**src/rtl/step_if.sv**
```systemverilog
// Command, divisor and status bundle between a debug host and the step controller.
interface step_if #(
  parameter int DIV_W = 16,
  parameter int CNT_W = 32
);
  logic             cmd_run;
  logic             cmd_step;
  logic             cmd_stop;
  logic             halt_in;
  logic             div_we;
  logic [DIV_W-1:0] div_value;
  logic             cpu_en;
  logic [1:0]       state;
  logic [DIV_W-1:0] div_active;
  logic [CNT_W-1:0] tick_count;

  modport master (
    output cmd_run, cmd_step, cmd_stop, halt_in, div_we, div_value,
    input  cpu_en, state, div_active, tick_count
  );

  modport slave (
    input  cmd_run, cmd_step, cmd_stop, halt_in, div_we, div_value,
    output cpu_en, state, div_active, tick_count
  );
endinterface

```
**src/rtl/step_controller.sv**
```systemverilog
// Run/step/halt controller issuing prescaled single-cycle CPU clock enables.
//
//   state  | meaning
//   IDLE   | waiting for cmd_run / cmd_step, divisor writable
//   RUN    | free-running, cpu_en every div_active cycles
//   STEP   | one cpu_en after div_active cycles, then back to IDLE
//   HALTED | CPU requested halt, only cmd_stop leaves, divisor writable
module step_controller #(
  parameter int DIV_W       = 16,
  parameter int DEFAULT_DIV = 2,
  parameter int CNT_W       = 32
) (
  input logic  clk_in,
  input logic  rst,
  step_if.slave bus
);

  typedef enum logic [1:0] {
    S_IDLE   = 2'b00,
    S_RUN    = 2'b01,
    S_STEP   = 2'b10,
    S_HALTED = 2'b11
  } state_t;

  state_t           state_q;
  state_t           state_d;
  logic [DIV_W-1:0] pre_cnt;
  logic [DIV_W-1:0] div_q;
  logic [CNT_W-1:0] tick_q;
  logic             active;
  logic             next_active;
  logic             pre_last;
  logic             cpu_en;

  assign active      = (state_q == S_RUN) || (state_q == S_STEP);
  assign next_active = (state_d == S_RUN) || (state_d == S_STEP);
  assign pre_last    = (pre_cnt == (div_q - DIV_W'(1)));

  always_ff @(posedge clk_in or posedge rst) begin
    if (rst) state_q <= S_IDLE;
    else     state_q <= state_d;
  end

  always_comb begin
    state_d = state_q;
    if (bus.cmd_stop) begin
      state_d = S_IDLE;
    end else begin
      case (state_q)
        S_IDLE: begin
          if (bus.cmd_step)     state_d = S_STEP;
          else if (bus.cmd_run) state_d = S_RUN;
        end
        S_RUN: begin
          if (bus.halt_in) state_d = S_HALTED;
        end
        S_STEP: begin
          if (bus.halt_in)  state_d = S_HALTED;
          else if (pre_last) state_d = S_IDLE;
        end
        default: state_d = state_q;
      endcase
    end
  end

  always_comb begin
    cpu_en = active && pre_last;
  end

  // Staying in RUN/STEP advances the prescaler; any entry or exit restarts it at 0.
  always_ff @(posedge clk_in or posedge rst) begin
    if (rst) begin
      pre_cnt <= '0;
    end else if (next_active && (state_d == state_q)) begin
      pre_cnt <= pre_last ? '0 : pre_cnt + DIV_W'(1);
    end else begin
      pre_cnt <= '0;
    end
  end

  always_ff @(posedge clk_in or posedge rst) begin
    if (rst) begin
      div_q <= DIV_W'(DEFAULT_DIV);
    end else if (bus.div_we && !active) begin
      div_q <= (bus.div_value == '0) ? DIV_W'(1) : bus.div_value;
    end
  end

  always_ff @(posedge clk_in or posedge rst) begin
    if (rst)         tick_q <= '0;
    else if (cpu_en) tick_q <= tick_q + CNT_W'(1);
  end

  assign bus.cpu_en     = cpu_en;
  assign bus.state      = state_q;
  assign bus.div_active = div_q;
  assign bus.tick_count = tick_q;

endmodule

```
**src/flat_wrapper.sv**
```systemverilog
// flat-port wrapper written by rule: the top's interface ports become plain ports
module step_controller_flat 
#(
  parameter int DIV_W       = 16,
  parameter int DEFAULT_DIV = 2,
  parameter int CNT_W       = 32
)
  (clk_in, rst, bus_cmd_run, bus_cmd_step, bus_cmd_stop, bus_halt_in, bus_div_we, bus_div_value, bus_cpu_en, bus_state, bus_div_active, bus_tick_count);
  step_if #(.DIV_W(DIV_W), .CNT_W(CNT_W)) bus_i ();
  input logic clk_in;
  input logic rst;
  input wire logic [$bits(bus_i.cmd_run)-1:0] bus_cmd_run;
  input wire logic [$bits(bus_i.cmd_step)-1:0] bus_cmd_step;
  input wire logic [$bits(bus_i.cmd_stop)-1:0] bus_cmd_stop;
  input wire logic [$bits(bus_i.halt_in)-1:0] bus_halt_in;
  input wire logic [$bits(bus_i.div_we)-1:0] bus_div_we;
  input wire logic [$bits(bus_i.div_value)-1:0] bus_div_value;
  output wire logic [$bits(bus_i.cpu_en)-1:0] bus_cpu_en;
  output wire logic [$bits(bus_i.state)-1:0] bus_state;
  output wire logic [$bits(bus_i.div_active)-1:0] bus_div_active;
  output wire logic [$bits(bus_i.tick_count)-1:0] bus_tick_count;
  assign bus_i.cmd_run = bus_cmd_run;
  assign bus_i.cmd_step = bus_cmd_step;
  assign bus_i.cmd_stop = bus_cmd_stop;
  assign bus_i.halt_in = bus_halt_in;
  assign bus_i.div_we = bus_div_we;
  assign bus_i.div_value = bus_div_value;
  assign bus_cpu_en = bus_i.cpu_en;
  assign bus_state = bus_i.state;
  assign bus_div_active = bus_i.div_active;
  assign bus_tick_count = bus_i.tick_count;
  step_controller #(.DIV_W(DIV_W), .DEFAULT_DIV(DEFAULT_DIV), .CNT_W(CNT_W)) u_core (.clk_in(clk_in), .rst(rst), .bus(bus_i));
endmodule
```
**config.mk**
```make
export PLATFORM = sky130hd
export DESIGN_NAME = step_controller_flat
export DESIGN_NICKNAME = d
export VERILOG_FILES = /design/src/rtl/step_if.sv /design/src/rtl/step_controller.sv /design/src/flat_wrapper.sv
export SDC_FILE = /design/constraint.sdc
export NUM_CORES = 1
export LEC_CHECK = 0
export BUFFER_PORTS_ARGS = -buffer_cell sky130_fd_sc_hd__buf_2
export CAP_MARGIN = 20
export CORE_ASPECT_RATIO = 1.1
export CORE_MARGIN = 4
export CORE_UTILIZATION = 40
export CTS_CLUSTER_DIAMETER = 50
export CTS_CLUSTER_SIZE = 8
export DETAILED_ROUTE_END_ITERATION = 8
export PLACE_DENSITY = 0.68
export SYNTH_ARGS = -nofsm -noshare
export SYNTH_HDL_FRONTEND = slang
export SYNTH_SLANG_ARGS = --single-unit
```
**constraint.sdc**
```tcl
create_clock -name clk_in -period 3.31 [get_ports clk_in]
set_input_delay 0.4965 -clock clk_in [delete_from_list [all_inputs] [get_ports clk_in]]
set_output_delay 0.4965 -clock clk_in [all_outputs]
set_load 0.02 [all_outputs]
```
## Word level (Yosys, flattened, before mapping)

Index checks and enable logic that the tools add are counted.

- Bits in registers: 66
- Bits of input ports: 23
- Output and inout port bits: 51
- Word-level logic and storage cells: 31

- $add $sub $neg: 3
- Equality and inequality tests: 6
- Multiplexer cells: 10
- Reductions and logical operators: 8

Operators with widths:

| kind | count |
|---|---|
| 16-bit 2-to-1 mux | 3 |
| 32-bit by 1-bit adder with 32-bit output, second input constant | 1 |
| 16-bit by 1-bit adder with 16-bit output, second input constant | 1 |
| 16-bit == test | 1 |
| 16-bit logical NOT | 1 |
| 16-bit by 1-bit subtractor with 16-bit output, second input constant | 1 |
| 2-bit 2-to-1 mux | 6 |
| 2-bit case mux with 3 select lines | 1 |
| 2-bit by 1-bit == test with 1-bit output, second input constant | 2 |
| 2-bit == test, second input constant | 2 |
| 1-bit logical AND | 3 |
| 2-bit == test | 1 |
| 2-bit logical NOT | 1 |
| 1-bit logical OR | 2 |
| 1-bit logical NOT | 1 |

## Depth between registers and ports, before layout

Gate-level depths: netlist of run 1.

- Depth after elaboration: 10
- Depth in mapped cells: 12
- Mapped depth without buffers: 9

## Worst setup path after synthesis of run 1

Ideal clock, no wire load.

- Kind: register to register
- Start point: register u_core.div_q[0], in the netlist u_core.bus.div_active[0]
- End point: register u_core.state_q[1], in the netlist u_core.bus.state[1]
- Setup time: 0.132 ns
- Data arrival time: 3.123 ns
- Data required time: 3.178 ns
- Setup slack: 0.055 ns
- Stages on the path, launching flop included: 13
- Path buffers: 3
- Clock period less this slack: 3.255 ns
- Path through: dfrtp_1 -> inv_1 -> ha_1 -> clkbuf_1 -> nor4b_1 -> nor2_1 -> a2111oi_0 -> o2111ai_1 -> or4_4 -> buf_6 -> buf_2 -> a2111oi_0 -> nor2_1

- Word-level cells in the longest chain between the ends: 6

Ends and longest elaborated chain:

| what | RTL line | text |
|---|---|---|
| start: declaration | step_controller.sv:28 | `logic [DIV_W-1:0] div_q;` |
| start signal: assignment | step_controller.sv:83 | `div_q <= DIV_W'(DEFAULT_DIV);` |
| start signal: assignment | step_controller.sv:85 | `div_q <= (bus.div_value == '0) ? DIV_W'(1) : bus.div_value;` |
| 16-bit by 1-bit subtractor with 16-bit output | step_controller.sv:37 | `assign pre_last = (pre_cnt == (div_q - DIV_W'(1)));` |
| 16-bit == test | step_controller.sv:37 |  |
| 2-bit 2-to-1 mux | step_controller.sv:59 | `else if (pre_last) state_d = S_IDLE;` |
| 2-bit 2-to-1 mux | step_controller.sv:58 | `if (bus.halt_in) state_d = S_HALTED;` |
| 2-bit case mux with 3 select lines | step_controller.sv:49 | `case (state_q)` |
| 2-bit 2-to-1 mux | step_controller.sv:46 | `if (bus.cmd_stop) begin` |
| net u_core.state_d[1] | step_controller.sv:26 | `state_t state_d;` |
| end signal: assignment | step_controller.sv:41 | `else state_q <= state_d;` |
| end: declaration | step_controller.sv:25 | `state_t state_q;` |

The timed path passes the listed nets, and every way through them passes these cells.
A chain may end at the register's enable or synchronous reset.

## Final worst setup path of run 1

- Start point: register u_core.div_q[2], in the netlist u_core.bus.div_active[2]
- End point: output bus_cpu_en

- Word-level cells in the longest chain between the ends: 3

Ends and longest elaborated chain:

| what | RTL line | text |
|---|---|---|
| 16-bit by 1-bit subtractor with 16-bit output | step_controller.sv:37 |  |
| 16-bit == test | step_controller.sv:37 |  |
| 1-bit logical AND | step_controller.sv:67 | `cpu_en = active && pre_last;` |
| end: declaration | flat_wrapper.sv:18 | `output wire logic [$bits(bus_i.cpu_en)-1:0] bus_cpu_en;` |

No other way between the ends.

==> results of run 1 <==
state kept, by name, summed over array words and instances, names as in the netlist:
register	flops
u_core.pre_cnt	16
u_core.bus.div_active	16
u_core.bus.state	2
u_core.bus.tick_count	32
cell families after synthesis:
kind of cell	count (synthesis)	synth area share [%]
and+or+nand+nor	161	23.5
DFF	66	43.8
xor gates and xnor gates	67	15.6
AOI/OAI and AO/OA	35	6.80
muxes	15	4.48
adders and majority gates	7	2.32
buffers and inverters	30	3.45
layout make-up:
cell class	count	area (um2)	area share, %
Clock buffer	12	155	3.30
Tap cell	114	143	3.04
Timing Repair Buffer	93	576	12.3
Inverter	17	63.8	1.36
Clock inverter	4	33.8	0.720
Sequential cell	66	1660	35.3
Multi-Input combinational cell	285	2070	44.0
worst max-delay path by stage:
stage                                   startpoint  slack [ps]                  end
after detailed placement  u_core.bus.div_active[2]          70  u_core.bus.state[1]
after CTS                 u_core.bus.div_active[2]          10           bus_cpu_en
after floorplan           u_core.bus.div_active[0]          60  u_core.bus.state[1]
after global routing      u_core.bus.div_active[7]         -50           bus_cpu_en
after global placement    u_core.bus.div_active[2]         130  u_core.bus.state[1]
final                     u_core.bus.div_active[2]          50           bus_cpu_en
power groups by stage:
| stage | clock, mW | sequential, mW | combinational (mW) |
|---|---|---|---|
| final | 0.643 | 1.12 | 1.34 |
| after global routing | 0.700 | 1.15 | 1.44 |
| after CTS | 0.657 | 1.11 | 1.23 |
| after detailed placement | 0 | 1.13 | 1.20 |
| after global placement | 0 | 1.12 | 1.17 |
| after floorplan | 0 | 1.23 | 0.667 |
per-layer routing:
| layer | routed length, um | up-vias | global-route usage (%) |
|---|---|---|---|
| met4 | 199 | 0 | 6.06 |
| met1 | 3870 | 1529 | 21.2 |
| met5 | 0 | - | 0 |
| met3 | 350 | 18 | 4.38 |
| li1 | - | 1530 | - |
| met2 | 4700 | 73 | 28.8 |
cells in the final DEF, fill, tap and decap left out, types with 15 or more instances in the layout:
cell type | synthesis | routed
dfrtp_1 | 65 | 62
nand2_1 | 23 | 23
mux2_2 | 15 | 15
nor2_1 | 39 | 39
xor2_1 | 33 | 33
inv_1 | 17 | 16
buf_2 | 2 | 72
buf_4 | 0 | 15
xnor2_1 | 34 | 34
nand3_1 | 21 | 21
nor3_1 | 17 | 17
through the flow:
step / instances / setup TNS [ps] / setup slack (ps) / utilization (%) / hold slack, ps
after floorplan: 381 / 0 / 55.4 / - / 490
after global placement: 569 / 0 / 134 / 48.3 / 459
after detailed placement: 570 / 0 / 68.2 / 48.6 / 462
after CTS: 587 / 0 / 14.2 / 51.0 / 136
after global routing: 591 / -50.6 / -48.4 / 52.1 / 152
final: 591 / 0 / 47.6 / 52.1 / 129
worst register-to-register path, delay by kind of cell (launching register included):
kind	cells	cell delay [ps]
simple gates	5	1740
compound gates	2	630
flops	1	450
buf+inv	1	180
repair_timing:
item / in CTS / in global routing
setup buffers: 1 / 4
hold buffers: 0 / 0
resized for setup: 7 / 14
pin swaps: 2 / 8
setup endpoints to repair: 1 / 2
==> results.ini, run 1 <==
[synthesis]
yosysTopAreaCell = dfrtp_1
synth_edf_count = 0
ys_seq_area_share_pct = 43.8
ys_async_sr_fraction_pct = 100
synth_most_common_cell = dfrtp_1
avgSynthCellArea_um2 = 9.89
yosys-top-cells-area = dfrtp_1 43%, xnor2_1 7.9%, xor2_1 7.7%
synth_top_area_share_pct = 43.1
synth_cells = 381
synth_common_cells = 65 x dfrtp_1, 39 x nor2_1, 34 x xnor2_1, 33 x xor2_1, 23 x nand2_1
synth-seq-cells = 66
synth.distinct_cells = 50
yosys_warnings = 0
netlist_area_mm2 = 0.00377
ys.flop_type = dfrtp_1
synthesis.nets = 411

[clock_network]
clk_pin_slew_worst_paths_ps = 80
cts_tree = built
cts-root-buf = clkbuf_8
cts_buffer_depth = 2
clk_latency_ps = 360
cts.sinks = 66
h-tree-depth = 3
cts_buffers = 9

[final_layout]
n_fill_cell = 834
diodes = 0
drive_gt1_share_pct = 32.1
design_area_mm2 = 0.00469
nNetsFinal = 502
area_delta_synth_final_pct = 24.5

[worst_setup_path]
cp_max_fo = 5
critPathArrivalTime_ps = 2770
path_class = reg2out
path_depth = 7
cp.required_ps = 2810
max_stage_delay_ps = 420
critPathLaunchType = flop
end_kind = primary output
crit_slowest_cell = dfrtp_1
rr_worst_depth = 8
rr_endpoint = u_core.bus.state[1]
r2r_slack_ps = 190
cp_top_family = simple AND/OR/NAND/NOR gates
cp_cell_sequence = or3_1 > or3_4 > a2111oi_4 > or2b_1 > nor4_2 > and2_1 > buf_6
r2r-start = u_core.bus.div_active[4]
cp_num_buf_inv = 1

[power]
switching_share_pct = 40.9
clockPowerShare_pct = 20.7
intPower_mw = 1.83
switchingPower_mw = 1.27
power_frac_seq_pct = 36.2
totalPowerFinal_mw = 3.10
vdd_drop_max_v = 0.000518
share_comb_of_total_power_pct = 43.1
leakage_nw = 2.12
p_per_area_mw_per_mm2 = 661

[sta]
period_needed_ps = 3260
fin_crit_sh_pct = 98.6
relSlewSlack_pct = 60.2
fmax_ghz = 0.307
finalClockSkew_ps = 12.7
worst_pin_slew_ps = 595
rsz0062_at_grt = true
report.final.hold_viol_count = 0
finalMaxSlewViolations = 0
setup_viol = 0

[floorplanning]
die_w_um = 101
dieArea_mm2 = 0.0110
row_count = 36
die_height_um = 110
pin_count = 74
core_mm2 = 0.00901
initial_core_util_pct = 41.8

[detailed_routing]
vias = 3150
drt_iter0_drc = 215
first_pass_iters = 4
wl_per_cell_um = 15.4
drtAntennaViolNets = 0
wl_mm = 9.12
via_per_inst = 5.33
drcViolationCount = 0

[placement]
dp_hpwl_mm = 6.77
placed_area_mm2 = 0.00437
gp_congestion = 0.829
place.port_buffers = 73

[global_routing]
antenna_found_initial = 0
grtUsageTotal_pct = 17.1
overflow = 0
grt_pass1_wl_mm = 15.0
first_global_vias = 3168
grt_max_degree = 35

[hold_path]
hold_path_class = in2async

[outcome]
outcome = finished clean

[job]
cap_violations = 0

Power figures use the tool's default switching activity.
==> run 2, diff against run 1 <==
- ABC_AREA: default -> 1
==> run 2 against run 1 <==
Final cell count is 32% higher. Worst setup slack better by 250 ps. Largest power group unchanged. Sequential power hardly changed. Sequential share of layout area is 3.1 points lower. Hold slack better by 150 ps. Via count is 22% higher. Area after synthesis is 12% higher. Highest routed layer unchanged. Power is 14% higher.
==> results.ini, run 2 <==
[global_routing]
first_global_vias = 3730
grt_max_degree = 35
antenna_found_initial = 0
grtUsageTotal_pct = 16.8
grt_pass1_wl_mm = 16.7
overflow = 0

[worst_setup_path]
cp_num_buf_inv = 3
critPathArrivalTime_ps = 2520
path_depth = 14
cp.required_ps = 2810
cp_top_family = simple AND/OR/NAND/NOR gates
crit_slowest_cell = dfstp_2
max_stage_delay_ps = 540
path_class = reg2out
critical_path.most_common_cell = nand2_1
r2r_slack_ps = 580
endpoint = bus_cpu_en
end_kind = primary output
worstSetupStartpoint = u_core.bus.div_active[1]
cp_cell_sequence = inv_1 > ha_1 > nand2_1 > nor2_1 > nand2_1 > nand2_1 > nand3_1 > nand2_1 > nor2_2 > nand3_2 > nor2_4 > nand2_4 > inv_2 > buf_2
cp_max_fo = 12
critPathLaunchType = flop
rr_worst_depth = 18
rr_endpoint = u_core.pre_cnt[2]
r2r-start = u_core.bus.div_active[1]

[synthesis]
synth-seq-cells = 66
ys_async_sr_fraction_pct = 100
avgSynthCellArea_um2 = 7.73
synth_edf_count = 0
ys.flop_type = dfrtp_1
synth_cells = 547
yosys-top-cells-area = dfrtp_1 38%, nand2_1 12%, xor2_1 7.0%
synth_common_cells = 140 x nand2_1, 67 x nor2_1, 65 x dfrtp_1, 50 x inv_1, 34 x xor2_1
synthesis.nets = 577
yosys_warnings = 0
netlist_area_mm2 = 0.00423
synth_top_area_share_pct = 38.5
synth_most_common_cell = nand2_1
ys_seq_area_share_pct = 39.1
yosysTopAreaCell = dfrtp_1
synth.distinct_cells = 34

[sta]
report.final.hold_viol_count = 0
timing.setup.tns_ps = 0
relSlewSlack_pct = 51.6
finalClockSkew_ps = 7.39
fmax_ghz = 0.332
finalMaxSlewViolations = 0
setup_viol = 0
setup_ws_ps = 295
fin_crit_sh_pct = 91.1
hold_slack_ps = 283
rsz0062_at_grt = false
period_needed_ps = 3020
worst_pin_slew_ps = 724

[final_layout]
drive_gt1_share_pct = 24.3
n_fill_cell = 1031
largest_register_ffs = 32
area_delta_synth_final_pct = 21.5
mostFrequentLayoutCells = 140 x nand2_1, 73 x buf_2, 67 x nor2_1, 65 x dfrtp_1, 49 x inv_1
diodes = 0
design_area_mm2 = 0.00514
fin_util_pct = 49.7
regArea_mm2 = 0.00165
mostFrequentLayoutCell = nand2_1
multi_input_area_mm2 = 0.00234
nNetsFinal = 660

[power]
p_per_area_mw_per_mm2 = 687
leakage_nw = 2.47
vdd_drop_max_v = 0.000291

[placement]
place.port_buffers = 73
gp_congestion = 0.907
dp_hpwl_mm = 7.85
post-place-ws_ps = 461
placed_area_mm2 = 0.00476

[detailed_routing]
drt_iter0_drc = 129
wl_mm = 10.2
drcViolationCount = 0
drtAntennaViolNets = 0
via_per_inst = 4.95
vias = 3848
first_pass_iters = 5
wl_per_cell_um = 13.1

[clock_network]
cts_tree = built
cts-root-buf = clkbuf_16
cts_buffers = 9
hold_buffers = 0
clk_latency_ps = 330
cts.sinks = 66
cts_buffer_depth = 2
clk_pin_slew_worst_paths_ps = 50
h-tree-depth = 3

[floorplanning]
initial_core_util_pct = 40.9
core_mm2 = 0.0103
row_count = 39
die_height_um = 116
dieArea_mm2 = 0.0123
pin_count = 74
die_w_um = 106

[hold_path]
hold_path_class = in2async

[outcome]
outcome = finished clean

[job]
cap_violations = 0

-- run 2: cells by family after synthesis --
family                     count (synthesis)  share of synthesized area, %
and+or+nand+nor                          328                          36.2
muxes                                     15                          3.99
DFF                                       66                          39.1
adders and majority gates                  7                          2.07
buffers and inverters                     60                          5.65
AOI/OAI and AO/OA                         23                          3.08
xor gates and xnor gates                  48                          9.94
-- run 2: layout make-up --
type	count	area share, %
multi-input combinational	421	45.6
sequential	66	32.1
timing repair buffer	76	7.54
clock buffer	11	4.72
inverter	56	4.09
tap	143	3.48
clock inverter	5	2.43
-- run 2: worst min path at each step --
stage / end / slack, ps / cells after the start
3_5_place_dp: u_core.bus.tick_count[19] / 510 / 1
6_report: u_core.bus.div_active[2] / 280 / 2
5_1_grt: u_core.pre_cnt[7] / 350 / 2
3_3_place_gp: u_core.bus.tick_count[16] / 510 / 1
2_1_floorplan: u_core.pre_cnt[0] / 540 / 3
4_1_cts: u_core.bus.div_active[2] / 310 / 2
-- run 2: metal layers --
layer	track usage [%]	part of all wire [%]	wire (um)	vias up
li1	-	-	-	1921
met1	18.7	42	4290	1830
met2	31.3	51	5180	87
met3	5.18	5.7	583	10
met4	4.75	1.0	105	0
met5	0	0	0	-
-- run 2: what timing repair did --
| item | CTS | global route |
|---|---|---|
| resized for setup | 0 | 1 |
| setup endpoints to repair | 0 | 1 |
| buffers inserted | 0 | 1 |
-- run 2: worst register-to-register path: cells and delay by family, from the launching register on --
kind,cells,cell delay (ps)
buf+inv,1,60
simple gates,16,1770
fa+ha+maj,1,230
flops,1,540
-- run 2: where the power goes --
group	total, mW	internal [mW]	switching [mW]
clock network	1.17	0.831	0.343
logic	1.25	0.470	0.779
registers	1.11	0.930	0.179
total	3.53	2.23	1.30
-- run 2: metrics by stage --
step / instances / power, mW
finish: 778 / 3.53
global placement: 761 / 2.33
global route: 778 / 3.75
detailed placement: 761 / 2.36
floorplan: 547 / 2.05
CTS: 777 / 3.56
==> run 3, diff against run 2 <==
- PLACE_DENSITY: 0.68 -> 0.65
- clock period: 3.31 -> 3.79 ns (I/O delays scaled with it)
==> run 3 against run 2 <==
Final cell count decreased by 0.26%. Sequential share of layout area grew 0.50 points. Clock-buffer cell count increased by 3. Register-to-register slack better by 390 ps. Worst setup slack improved by 250 ps. Utilization decreased by 0.76 points. First-iteration DRC count is 23% higher.
==> results.ini, run 3 (same netlist as run 2, synthesis figures left out) <==
[final_layout]
mostFrequentLayoutCells = 140 x nand2_1, 73 x buf_2, 67 x nor2_1, 65 x dfrtp_1, 49 x inv_1
nNetsFinal = 658
drive_gt1_share_pct = 23.9
diodes = 0
area_delta_synth_final_pct = 19.7
mostFrequentLayoutCell = nand2_1
largest_register_ffs = 32

[placement]
dp_hpwl_mm = 7.75
place.port_buffers = 73
gp_congestion = 0.914
post-place-ws_ps = 893

[clock_network]
cts_buffer_depth = 2
cts.sinks = 66
h-tree-depth = 3
cts_buffers = 9
clk_pin_slew_worst_paths_ps = 50
cts-root-buf = clkbuf_16
clk_latency_ps = 330
cts_tree = built
post_cts_buffers = 0
hold_buffers = 0
cts_resized = 0

[worst_setup_path]
cp_max_fo = 12
max_stage_delay_ps = 540
end_kind = primary output
cp_top_family = simple AND/OR/NAND/NOR gates
critPathLaunchType = flop
crit_slowest_cell = dfstp_2
path_class = reg2out
critPathArrivalTime_ps = 2680
cp_num_buf_inv = 5
cp_cell_sequence = inv_1 > ha_1 > inv_1 > nand2_1 > nand2_1 > nand2_1 > inv_1 > nand2_1 > nor2_1 > nand2_1 > nor2_2 > nand3_2 > nor2_4 > nand2_2 > inv_2 > buf_2
cp.required_ps = 3220
critical_path.most_common_cell = nand2_1

[sta]
setup_viol = 0
hold_slack_ps = 230
setup_ws_ps = 543
worst_pin_slew_ps = 770
period_needed_ps = 3250
finalMaxSlewViolations = 0
rsz0062_at_grt = false
timing.setup.tns_ps = 0
report.final.hold_viol_count = 0
relSlewSlack_pct = 48.5
fmax_ghz = 0.308
fin_crit_sh_pct = 85.7
finalClockSkew_ps = 5.29

[floorplanning]
core_mm2 = 0.0103
row_count = 39
dieArea_mm2 = 0.0123
die_height_um = 116
initial_core_util_pct = 40.9
die_w_um = 106
pin_count = 74

[hold_path]
hold_path_class = in2async

[global_routing]
grt_max_degree = 48
first_global_vias = 3683
overflow = 0
grtUsageTotal_pct = 17.0
antenna_found_initial = 0
grt_pass1_wl_mm = 16.9

[detailed_routing]
wl_mm = 10.0
drcViolationCount = 0
via_per_inst = 4.93
drt_iter0_drc = 159
vias = 3829
first_pass_iters = 5
wl_per_cell_um = 12.9
drtAntennaViolNets = 0

[power]
vdd_drop_max_v = 0.000220
leakage_nw = 2.42
p_per_area_mw_per_mm2 = 573

[job]
cap_violations = 0

[outcome]
outcome = finished clean

run 3: cell count changes in the layout (fill, tap and decap cells not counted), sizes merged:
cell	delta
buf	-2
clkbuf	+3
bufinv	-3
run 3: metrics by stage:
step	total power, mW	std cells	instance area, um2	utilization, %
3_3_place_gp	2.04	760	4750	45.9
2_1_floorplan	1.79	547	4230	-
6_report	2.90	776	5060	48.9
3_5_place_dp	2.07	760	4750	45.9
5_1_grt	3.10	776	5060	48.9
4_1_cts	2.94	776	5060	48.9
run 3: worst paths after layout:
check,start,to,slack [ps],cells after the start
setup / recovery,u_core.bus.div_active[1],bus_cpu_en,540,16
hold / removal,rst,u_core.pre_cnt[1],230,2
setup reg to reg,u_core.bus.div_active[1],u_core.bus.tick_count[22],970,19
hold reg to reg,u_core.bus.tick_count[20],u_core.bus.tick_count[20],510,1
max in group asynchronous,rst,u_core.bus.div_active[15],2600,3
min in group clk_in,bus_div_value[3],u_core.bus.div_active[3],490,2
run 3: cell type report:
class                           instances  area (um2)
Timing Repair Buffer                   74         373
Multi-Input combinational cell        421        2340
Inverter                               56         210
Tap cell                              143         179
Fill cell                            1055        5280
Clock inverter                          2        35.0
Clock buffer                           14         274
Sequential cell                        66        1650
run 3: worst register-to-register path: stages (launching register included):
cell and delay, ps:
dfstp_2 540, inv_1 60, ha_1 280, inv_1 60
nand2_1 40, nand2_1 50, nand2_1 60, inv_1 50
nand2_1 50, nor2_1 90, nand2_1 80, nor2_2 100
nand3_2 90, nor2_4 230, nand2_2 240, inv_2 160
nand2_1 140, nor2_1 190, nand2_1 90, xnor2_1 120
run 3: layer usage:
metal / routed length (um) / vias up / track usage [%] / share of wire (%)
met4: 196 / 0 / 6.48 / 2.0
met1: 4350 / 1767 / 20.7 / 43
met5: 0 / - / 0 / 0
li1: - / 1930 / - / -
met3: 669 / 19 / 4.35 / 6.7
met2: 4800 / 113 / 29.2 / 48
run 3: where the power goes:
part           switching [mW]  leakage (nW)  internal, mW
clock network           0.291         0.153         0.562
registers               0.162         0.882         0.812
logic                   0.665          1.38         0.410
